<file path="src/rtl/inst_fetch_queue_pkg.sv">
// Shared fetch-side constants: default widths, NOP encoding, enable levels.
package inst_fetch_queue_pkg;

    localparam int PC_WIDTH_DEF   = 32;
    localparam int INST_WIDTH_DEF = 32;
    localparam int DEPTH_DEF      = 4;
    localparam int PTR_W_DEF      = 2;

    localparam logic [31:0] NOP_INST = 32'h0;

    localparam logic ENABLE  = 1'b1;
    localparam logic DISABLE = 1'b0;

endpackage

</file>
<file path="src/rtl/inst_fetch_queue_if.sv">
// Fetch-to-decode queue bundle; master is the fetch/ID side, slave is the queue.
interface inst_fetch_queue_if #(
    parameter int PC_WIDTH   = 32,
    parameter int INST_WIDTH = 32,
    parameter int PTR_W      = 2
);

    logic [PC_WIDTH-1:0]   pc;
    logic [INST_WIDTH-1:0] inst;
    logic                  romCe;
    logic                  flush;
    logic                  stallId;
    logic                  full;
    logic                  idValid;
    logic [PC_WIDTH-1:0]   idPc;
    logic [INST_WIDTH-1:0] idInst;
    logic [PTR_W:0]        count;

    modport master (
        output pc, inst, romCe, flush, stallId,
        input  full, idValid, idPc, idInst, count
    );

    modport slave (
        input  pc, inst, romCe, flush, stallId,
        output full, idValid, idPc, idInst, count
    );

endinterface

</file>
<file path="src/rtl/fetch_queue_ram.sv">
// DEPTH x WIDTH register array: one synchronous write port, one async read port.
// No reset; readers must qualify the read data with their own occupancy.
module fetch_queue_ram #(
    parameter int WIDTH = 64,
    parameter int DEPTH = 4,
    parameter int PTR_W = 2
) (
    input  logic             clk,
    input  logic             i_we,
    input  logic [PTR_W-1:0] i_waddr,
    input  logic [WIDTH-1:0] i_wdat,
    input  logic [PTR_W-1:0] i_raddr,
    output logic [WIDTH-1:0] o_rdat
);

    logic [WIDTH-1:0] r_mem [DEPTH];

    always_ff @(posedge clk) begin
        if (i_we) begin
            r_mem[i_waddr] <= i_wdat;
        end
    end

    assign o_rdat = r_mem[i_raddr];

endmodule

</file>
<file path="src/rtl/inst_fetch_queue.sv">
// Circular FIFO of {pc, inst} pairs between fetch and decode; head shown after 1 edge.
// full (from registered count) holds fetch; stallId holds the head; flush empties the queue.
module inst_fetch_queue
    import inst_fetch_queue_pkg::*;
#(
    parameter int PC_WIDTH   = PC_WIDTH_DEF,
    parameter int INST_WIDTH = INST_WIDTH_DEF,
    parameter int DEPTH      = DEPTH_DEF,
    parameter int PTR_W      = PTR_W_DEF
) (
    input  logic              clk,
    input  logic              rst,
    inst_fetch_queue_if.slave io_fq
);

    localparam int             ENTRY_W = PC_WIDTH + INST_WIDTH;
    localparam logic [PTR_W:0] C_DEPTH = (PTR_W+1)'(DEPTH);

    logic [PTR_W-1:0]   r_wr_ptr;
    logic [PTR_W-1:0]   r_rd_ptr;
    logic [PTR_W:0]     r_count;

    logic               w_full;
    logic               w_valid;
    logic               w_push;
    logic               w_pop;
    logic [ENTRY_W-1:0] w_rd_dat;

    assign w_full  = (r_count == C_DEPTH) ? ENABLE : DISABLE;
    assign w_valid = (r_count != '0) ? ENABLE : DISABLE;
    assign w_push  = io_fq.romCe & ~w_full & ~io_fq.flush;
    assign w_pop   = w_valid & ~io_fq.stallId & ~io_fq.flush;

    // Pointers wrap for free because DEPTH is a power of two.
    always_ff @(posedge clk or posedge rst) begin
        if (rst) begin
            r_wr_ptr <= '0;
            r_rd_ptr <= '0;
            r_count  <= '0;
        end else if (io_fq.flush) begin
            r_wr_ptr <= '0;
            r_rd_ptr <= '0;
            r_count  <= '0;
        end else begin
            if (w_push) begin
                r_wr_ptr <= r_wr_ptr + 1'b1;
            end
            if (w_pop) begin
                r_rd_ptr <= r_rd_ptr + 1'b1;
            end
            if (w_push && !w_pop) begin
                r_count <= r_count + 1'b1;
            end else if (w_pop && !w_push) begin
                r_count <= r_count - 1'b1;
            end
        end
    end

    fetch_queue_ram #(
        .WIDTH (ENTRY_W),
        .DEPTH (DEPTH),
        .PTR_W (PTR_W)
    ) u_ram (
        .clk     (clk),
        .i_we    (w_push),
        .i_waddr (r_wr_ptr),
        .i_wdat  ({io_fq.pc, io_fq.inst}),
        .i_raddr (r_rd_ptr),
        .o_rdat  (w_rd_dat)
    );

    // Gate the head so stale storage never leaks out when empty.
    assign io_fq.idPc    = w_valid ? w_rd_dat[ENTRY_W-1:INST_WIDTH] : '0;
    assign io_fq.idInst  = w_valid ? w_rd_dat[INST_WIDTH-1:0] : INST_WIDTH'(NOP_INST);
    assign io_fq.idValid = w_valid;
    assign io_fq.full    = w_full;
    assign io_fq.count   = r_count;

endmodule
</file>
<file path="src/flat_wrapper.sv">
// flat-port wrapper written by rule: the top's interface ports become plain ports
module inst_fetch_queue_flat import inst_fetch_queue_pkg::*;
#(
    parameter int PC_WIDTH   = PC_WIDTH_DEF,
    parameter int INST_WIDTH = INST_WIDTH_DEF,
    parameter int DEPTH      = DEPTH_DEF,
    parameter int PTR_W      = PTR_W_DEF
)
  (clk, rst, io_fq_pc, io_fq_inst, io_fq_romCe, io_fq_flush, io_fq_stallId, io_fq_full, io_fq_idValid, io_fq_idPc, io_fq_idInst, io_fq_count);
  inst_fetch_queue_if #(.PC_WIDTH(PC_WIDTH), .INST_WIDTH(INST_WIDTH), .PTR_W(PTR_W)) io_fq_i ();
  input  logic clk;
  input  logic rst;
  input wire logic [$bits(io_fq_i.pc)-1:0] io_fq_pc;
  input wire logic [$bits(io_fq_i.inst)-1:0] io_fq_inst;
  input wire logic [$bits(io_fq_i.romCe)-1:0] io_fq_romCe;
  input wire logic [$bits(io_fq_i.flush)-1:0] io_fq_flush;
  input wire logic [$bits(io_fq_i.stallId)-1:0] io_fq_stallId;
  output wire logic [$bits(io_fq_i.full)-1:0] io_fq_full;
  output wire logic [$bits(io_fq_i.idValid)-1:0] io_fq_idValid;
  output wire logic [$bits(io_fq_i.idPc)-1:0] io_fq_idPc;
  output wire logic [$bits(io_fq_i.idInst)-1:0] io_fq_idInst;
  output wire logic [$bits(io_fq_i.count)-1:0] io_fq_count;
  assign io_fq_i.pc = io_fq_pc;
  assign io_fq_i.inst = io_fq_inst;
  assign io_fq_i.romCe = io_fq_romCe;
  assign io_fq_i.flush = io_fq_flush;
  assign io_fq_i.stallId = io_fq_stallId;
  assign io_fq_full = io_fq_i.full;
  assign io_fq_idValid = io_fq_i.idValid;
  assign io_fq_idPc = io_fq_i.idPc;
  assign io_fq_idInst = io_fq_i.idInst;
  assign io_fq_count = io_fq_i.count;
  inst_fetch_queue #(.PC_WIDTH(PC_WIDTH), .INST_WIDTH(INST_WIDTH), .DEPTH(DEPTH), .PTR_W(PTR_W)) u_core (.clk(clk), .rst(rst), .io_fq(io_fq_i));
endmodule
</file>
<file path="config.mk">
export PLATFORM = sky130hd
export DESIGN_NAME = inst_fetch_queue_flat
export DESIGN_NICKNAME = d
export VERILOG_FILES = /design/src/rtl/inst_fetch_queue_pkg.sv /design/src/rtl/inst_fetch_queue_if.sv /design/src/rtl/fetch_queue_ram.sv /design/src/rtl/inst_fetch_queue.sv /design/src/flat_wrapper.sv
export SDC_FILE = /design/constraint.sdc
export NUM_CORES = 1
export LEC_CHECK = 0
export CAP_MARGIN = 10
export CORE_AREA = 2 2 178 136
export CTS_CLUSTER_DIAMETER = 30
export CTS_CLUSTER_SIZE = 24
export DETAILED_ROUTE_END_ITERATION = 10
export DIE_AREA = 0 0 180 138
export PLACE_DENSITY = 0.67
export SLEW_MARGIN = 25
export SYNTH_ARGS = -nofsm -noshare
export SYNTH_HDL_FRONTEND = slang
export SYNTH_HIERARCHICAL = 1
export SYNTH_SLANG_ARGS = --single-unit
</file>
<file path="constraint.sdc">
create_clock -name clk -period 7.04 [get_ports clk]
set_input_delay 1.408 -clock clk [delete_from_list [all_inputs] [get_ports clk]]
set_output_delay 1.408 -clock clk [all_outputs]
set_load 0.005 [all_outputs]
</file>
==> reports/qor.yml, run 1 <==
p_int_w: 0.003823
syn_avg_cell_area_um2: 22.24
areaGrowthSynthToFinish_pct: 29.18
r2r_cells: 6
fp.coreArea_um2: 23360
clkLatencyLatePin_ns: 0.51
final_cell_mix: "edfxtp_1 (256), clkdlybuf4s50_1 (137), and2_1 (65)"
post-place-ws_ns: 2.750
crit_path_max_fanout: 43
synth_top_family_by_area: "multiplexers"
syn_inst: 461
outcome: "finished, final reports clean"
leakagePower_nw: 4.294
crit_type: "reg -> out"
finalCritPeriodShare: 0.6726
p_switching_w: 0.001203
worstMarginPinSlew_ns: 1.031
grt_use_total: 0.1589
layout.nets: 694
required_ns: 5.63
dpl.hpwl_um: 10880
grt_first_pass_wirelength_um: 30610
syn_area_um2: 10250
grt_max_degree: 69
place.gp.congestion: 0.7024
drtPass1Iterations: 4
overflow: 0
drc: 0
critPathCaptureType: "primary output"
yosys.cell_types.count: 34
initial_core_util: 0.4389
placementRows: 49
die_x_um: 180
slew_headroom: 0.3127
max_freq_ghz: 0.2112
final_common_cell: "edfxtp_1"
synth_seq_cells: 263
cts_made_buffers: 40
cts_tree: "yes"
postCtsHoldBufs: 0
muxShareOfSynthArea: 0.1421
routed_via_density: 5.220
portBuffers: 137
cts.path.max_buffers: 3
clock-sinks: 263
htreeDepth: 2
ant_nets: 0
dieHeight_um: 138
drt_first_iter_violations: 306
synth_warnings: 6
yosysSeqAreaShare: 0.7670
cts_setup_buffers: 0
cts-resized-gates: 0
ioPinCount: 138
fin_skew_ns: 0.01374
maxCapViolations: 0
synthXorXnorAreaFrac: 0.003418
multiInputGateArea_um2: 2161
wl_um: 19660
antenna_found_initial: 0
cts_root_buf: "clkbuf_16"
tns_ns: 0
p_per_area_nw_per_um2: 379.6
hp-class: "reg -> reg"
hold_viol_final: 0
layout_setup_ws_ns: 2.305
nFillCells: 1754
drt-wirelength-per-cell_um: 20.48
vias: 5011
setup_viol: 0
rsz0062_at_grt: "false"
arrival_ns: 3.33
period_needed_ns: 4.735
ir_drop_uv: 240.9
synth_simple_gate_area_frac: 0.05383
sw_frac_of_total: 0.2394
combPwrFrac: 0.218
num_antenna_cells: 0
syn-num-nets: 531
drv_slew: 0
cp-start-kind: "register"
grt_pass1_vias: 5544
worstHoldPathCells: 2
cts.clk_slew.worst_paths_ns: 0.05
synth-adder-area-share: 0.001953
sequentialPowerShare: 0.383
fp.dieArea_um2: 24840
synth_compound_area_frac: 0.007812
drive_gt1_frac: 0.2125
ff_latch_area_um2: 7870
clkPwrFrac: 0.399
## synthesized netlist by cell type
library cell | n | area share
clkbuf_1 | 3 | 0.0011
buf_12 | 6 | 0.012
buf_1 | 1 | 0.00037
nand3_1 | 1 | 0.00049
nor2b_1 | 2 | 0.0012
dfrtp_1 | 7 | 0.017
o311a_1 | 1 | 0.00098
o21ai_1 | 1 | 0.00049
nand2_1 | 1 | 0.00037
clkbuf_2 | 1 | 0.00049
and2_1 | 65 | 0.040
fa_1 | 1 | 0.0020
nand2b_1 | 1 | 0.00061
or3b_2 | 1 | 0.00085
a21o_1 | 1 | 0.00073
mux4_2 | 60 | 0.13
and3_1 | 1 | 0.00061
a221oi_1 | 1 | 0.00085
o21ai_0 | 3 | 0.0015
edfxtp_1 | 256 | 0.75
or3_4 | 1 | 0.0011
a211oi_1 | 1 | 0.00073
a31oi_1 | 1 | 0.00061
xnor2_1 | 1 | 0.00085
xor2_1 | 3 | 0.0026
a21oi_1 | 4 | 0.0020
buf_2 | 6 | 0.0029
nor2_1 | 9 | 0.0033
nand3_2 | 1 | 0.00098
mux4_1 | 4 | 0.010
nor3b_1 | 4 | 0.0029
and3b_1 | 2 | 0.0017
inv_1 | 5 | 0.0018
buf_6 | 5 | 0.0055
## final timing paths
kind / start / endpoint / slack [ns]
min in group asynchronous: rst / u_core/r_rd_ptr[0] / 1.14
worst max register to register: u_core/io_fq.count[0] / u_core/io_fq.count[1] / 4.40
worst min-delay path: u_core/r_wr_ptr[1] / u_core/r_wr_ptr[1] / 0.64
worst max-delay path: u_core/r_rd_ptr[0] / io_fq_idInst[28] / 2.30
max in group asynchronous: rst / u_core/r_rd_ptr[1] / 5.63
worst min register to register: u_core/r_wr_ptr[1] / u_core/r_wr_ptr[1] / 0.64
## worst max-delay path, cell delays in order, from the launching register on
cell	delay, ns
dfrtp_4	0.99
buf_4	0.59
mux4_2	0.57
and2_1	0.18
clkdlybuf4s50_1	0.46
## through the flow
stage	instances	util	cell area (µm²)	power, W	hold slack [ns]
after floorplan	461	-	10250	0.002566	0.5037
after global placement	887	0.5069	11840	0.003056	0.5996
after detailed placement	888	0.5078	11860	0.003070	0.6234
after CTS	960	0.5669	13240	0.005100	0.6404
after global routing	960	0.5669	13240	0.005231	0.6855
final	960	0.5669	13240	0.005026	0.6398
## sequential cells by signal, summed over array words and instances, names as in the netlist
register / cells
u_core/io_fq.count: 3
u_core/r_rd_ptr: 2
u_core/r_wr_ptr: 2
u_core/u_ram/r_mem: 256
## power by group through the flow
| stage | Sequential, W | Combinational (W) | Clock, W |
|---|---|---|---|
| 2_1_floorplan | 0.00188 | 0.000686 | 0 |
| 3_3_place_gp | 0.00196 | 0.00110 | 0 |
| 3_5_place_dp | 0.00196 | 0.00111 | 0 |
| 4_1_cts | 0.00193 | 0.00112 | 0.00205 |
| 5_1_grt | 0.00195 | 0.00118 | 0.00211 |
| 6_report | 0.00193 | 0.00110 | 0.00200 |
## cell families after synthesis
logic type / Yosys count
DFF: 263
and+or+nand+nor: 89
muxes: 64
buffers and inverters: 27
AOI/OAI and AO/OA: 13
xor gates and xnor gates: 4
adders and majority gates: 1
## routing by layer
layer  part of all wire  vias to the layer above  global-route usage
li1                   -                     2214                   -
met1               0.45                     2596              0.2206
met2               0.47                      171              0.2486
met3              0.071                       30             0.04610
met4              0.014                        0             0.04365
met5                  0                        -                   0
## layout make-up
class                           count  share of cell area
Tap cell                          306             0.02891
Sequential cell                   263              0.5943
Inverter                            5            0.001417
Clock buffer                       43             0.07804
Multi-Input combinational cell    171              0.1632
Timing Repair Buffer              143              0.1079
Clock inverter                     29             0.02627
(Power assumes the default switching activity.)
==> inputs of run 2 (changes only) <==
clock period = 4.5 ns   (was 7.04 ns; I/O delays follow)
==> run 2 against run 1 <==
  * Cell count up 2.0%
  * Critical endpoint is now io_fq_idPc[22]
  * Highest routed layer is now met5
  * Wire length up 0.31%
  * Global-route usage up 0.31 points
==> reports/qor.yml, run 2 (synthesized netlist as in run 1, its figures left out) <==
ioPinCount: 138
cts-resized-gates: 0
critPathCaptureType: "primary output"
setup_viol: 0
die_x_um: 180
cts_made_buffers: 46
dp.cells: 892
total_power_w: 0.008249
areaGrowthSynthToFinish_pct: 32.03
worstMarginPinSlew_ns: 0.9832
portBuffers: 137
rsz0062_at_grt: "false"
drv_slew: 0
drt-wirelength-per-cell_um: 20.14
clkLatencyLatePin_ns: 0.52
cts_tree: "yes"
cts_root_buf: "clkbuf_16"
fin_skew_ns: 0.01195
cp-start-kind: "register"
crit_path_max_fanout: 27
fp.coreArea_um2: 23360
layout_setup_ws_ns: 0.7778
drive_gt1_frac: 0.2307
htreeDepth: 2
place.gp.congestion: 0.7334
r2r_cells: 6
crit_type: "reg -> out"
finalCritPeriodShare: 0.8272
top_layer: "met5"
r2r_slack_ns: 1.96
arrival_ns: 2.82
ff_latch_area_um2: 7870
cts.path.max_buffers: 3
wl_um: 19720
p_per_area_nw_per_um2: 609.5
post-place-ws_ns: 1.206
vias: 5068
multiInputGateArea_um2: 2167
slew_headroom: 0.3446
ir_drop_uv: 312.5
layout.nets: 704
maxCapViolations: 0
postCtsHoldBufs: 0
grt_use_total: 0.1620
tns_ns: 0
clock-sinks: 263
r2r-start: "u_core/io_fq.count[0]"
drt_first_iter_violations: 335
met3_length_um: 1455
drc: 0
overflow: 0
final_cell_mix: "edfxtp_1 (256), clkdlybuf4s50_1 (137), and2_1 (65)"
dpl.hpwl_um: 11170
hp-class: "in -> async"
period_needed_ns: 3.722
fp.dieArea_um2: 24840
wl_met2_um: 9463
required_ns: 3.60
outcome: "finished, final reports clean"
grt_first_pass_wirelength_um: 31150
wl_met1_um: 8478
grt_pass1_vias: 5601
hold_viol_final: 0
nFillCells: 1713
routed_via_density: 5.177
ant_nets: 0
leakagePower_nw: 4.422
largest-register: "u_core/u_ram/r_mem"
cts_setup_buffers: 0
initial_core_util: 0.4389
final_common_cell: "edfxtp_1"
drtPass1Iterations: 4
max_freq_ghz: 0.2687
r2r_end: "u_core/io_fq.count[1]"
antenna_found_initial: 1
dieHeight_um: 138
largest_reg_flops: 256
cts.clk_slew.worst_paths_ns: 0.05
fin_cells: 979
grt_max_degree: 69
placementRows: 49
==> run 2: cell type report <==
class,instances,area share
clock buffers,53,0.09171
clock inverters,33,0.02718
diodes,1,0.0001849
well taps,306,0.02829
inverters,5,0.001387
multi-input cells,171,0.1601
repair buffers,147,0.1096
flip-flops and latches,263,0.5815
==> run 2: worst max-delay path by stage <==
| stage | from | to | slack (ns) | cells after the start |
|---|---|---|---|---|
| final | u_core/r_rd_ptr[0] | io_fq_idPc[22] | 0.78 | 4 |
| after global routing | u_core/r_rd_ptr[0] | io_fq_idPc[22] | 0.60 | 4 |
| after CTS | u_core/r_rd_ptr[0] | io_fq_idPc[22] | 0.69 | 4 |
| after detailed placement | io_fq_romCe | u_core/u_ram/r_mem[1][17] | 1.21 | 5 |
| after global placement | u_core/r_rd_ptr[0] | io_fq_idPc[16] | 1.25 | 4 |
| after floorplan | io_fq_flush | u_core/u_ram/r_mem[0][0] | 0.27 | 3 |
==> run 2: through the flow <==
| stage | util | area (µm²) | hold slack, ns |
|---|---|---|---|
| CTS | 0.5793 | 13530 | 0.6170 |
| detailed placement | 0.5104 | 11920 | 0.6469 |
| floorplan | - | 10260 | 0.5037 |
| global placement | 0.5104 | 11920 | 0.6258 |
| finish | 0.5794 | 13530 | 0.6280 |
| global route | 0.5793 | 13530 | 0.6414 |
==> run 2: power by group <==
part           switching, W  internal (W)  total [W]  leakage, nW
Combinational      0.000674       0.00109    0.00176         1.23
Sequential         0.000139       0.00285    0.00299         2.41
Clock               0.00116       0.00234    0.00350        0.777
==> run 2: per-layer routing <==
layer,global-route usage,vias up
li1,-,2247
met1,0.2134,2613
met2,0.2628,171
met3,0.05058,35
met4,0.04621,2
met5,0,-
==> run 2: critical path, cell delays in order, from the launching register on <==
cell	delay [ns]
dfrtp_4	0.78
buf_4	0.37
mux4_2	0.55
and2_1	0.15
clkdlybuf4s50_1	0.43
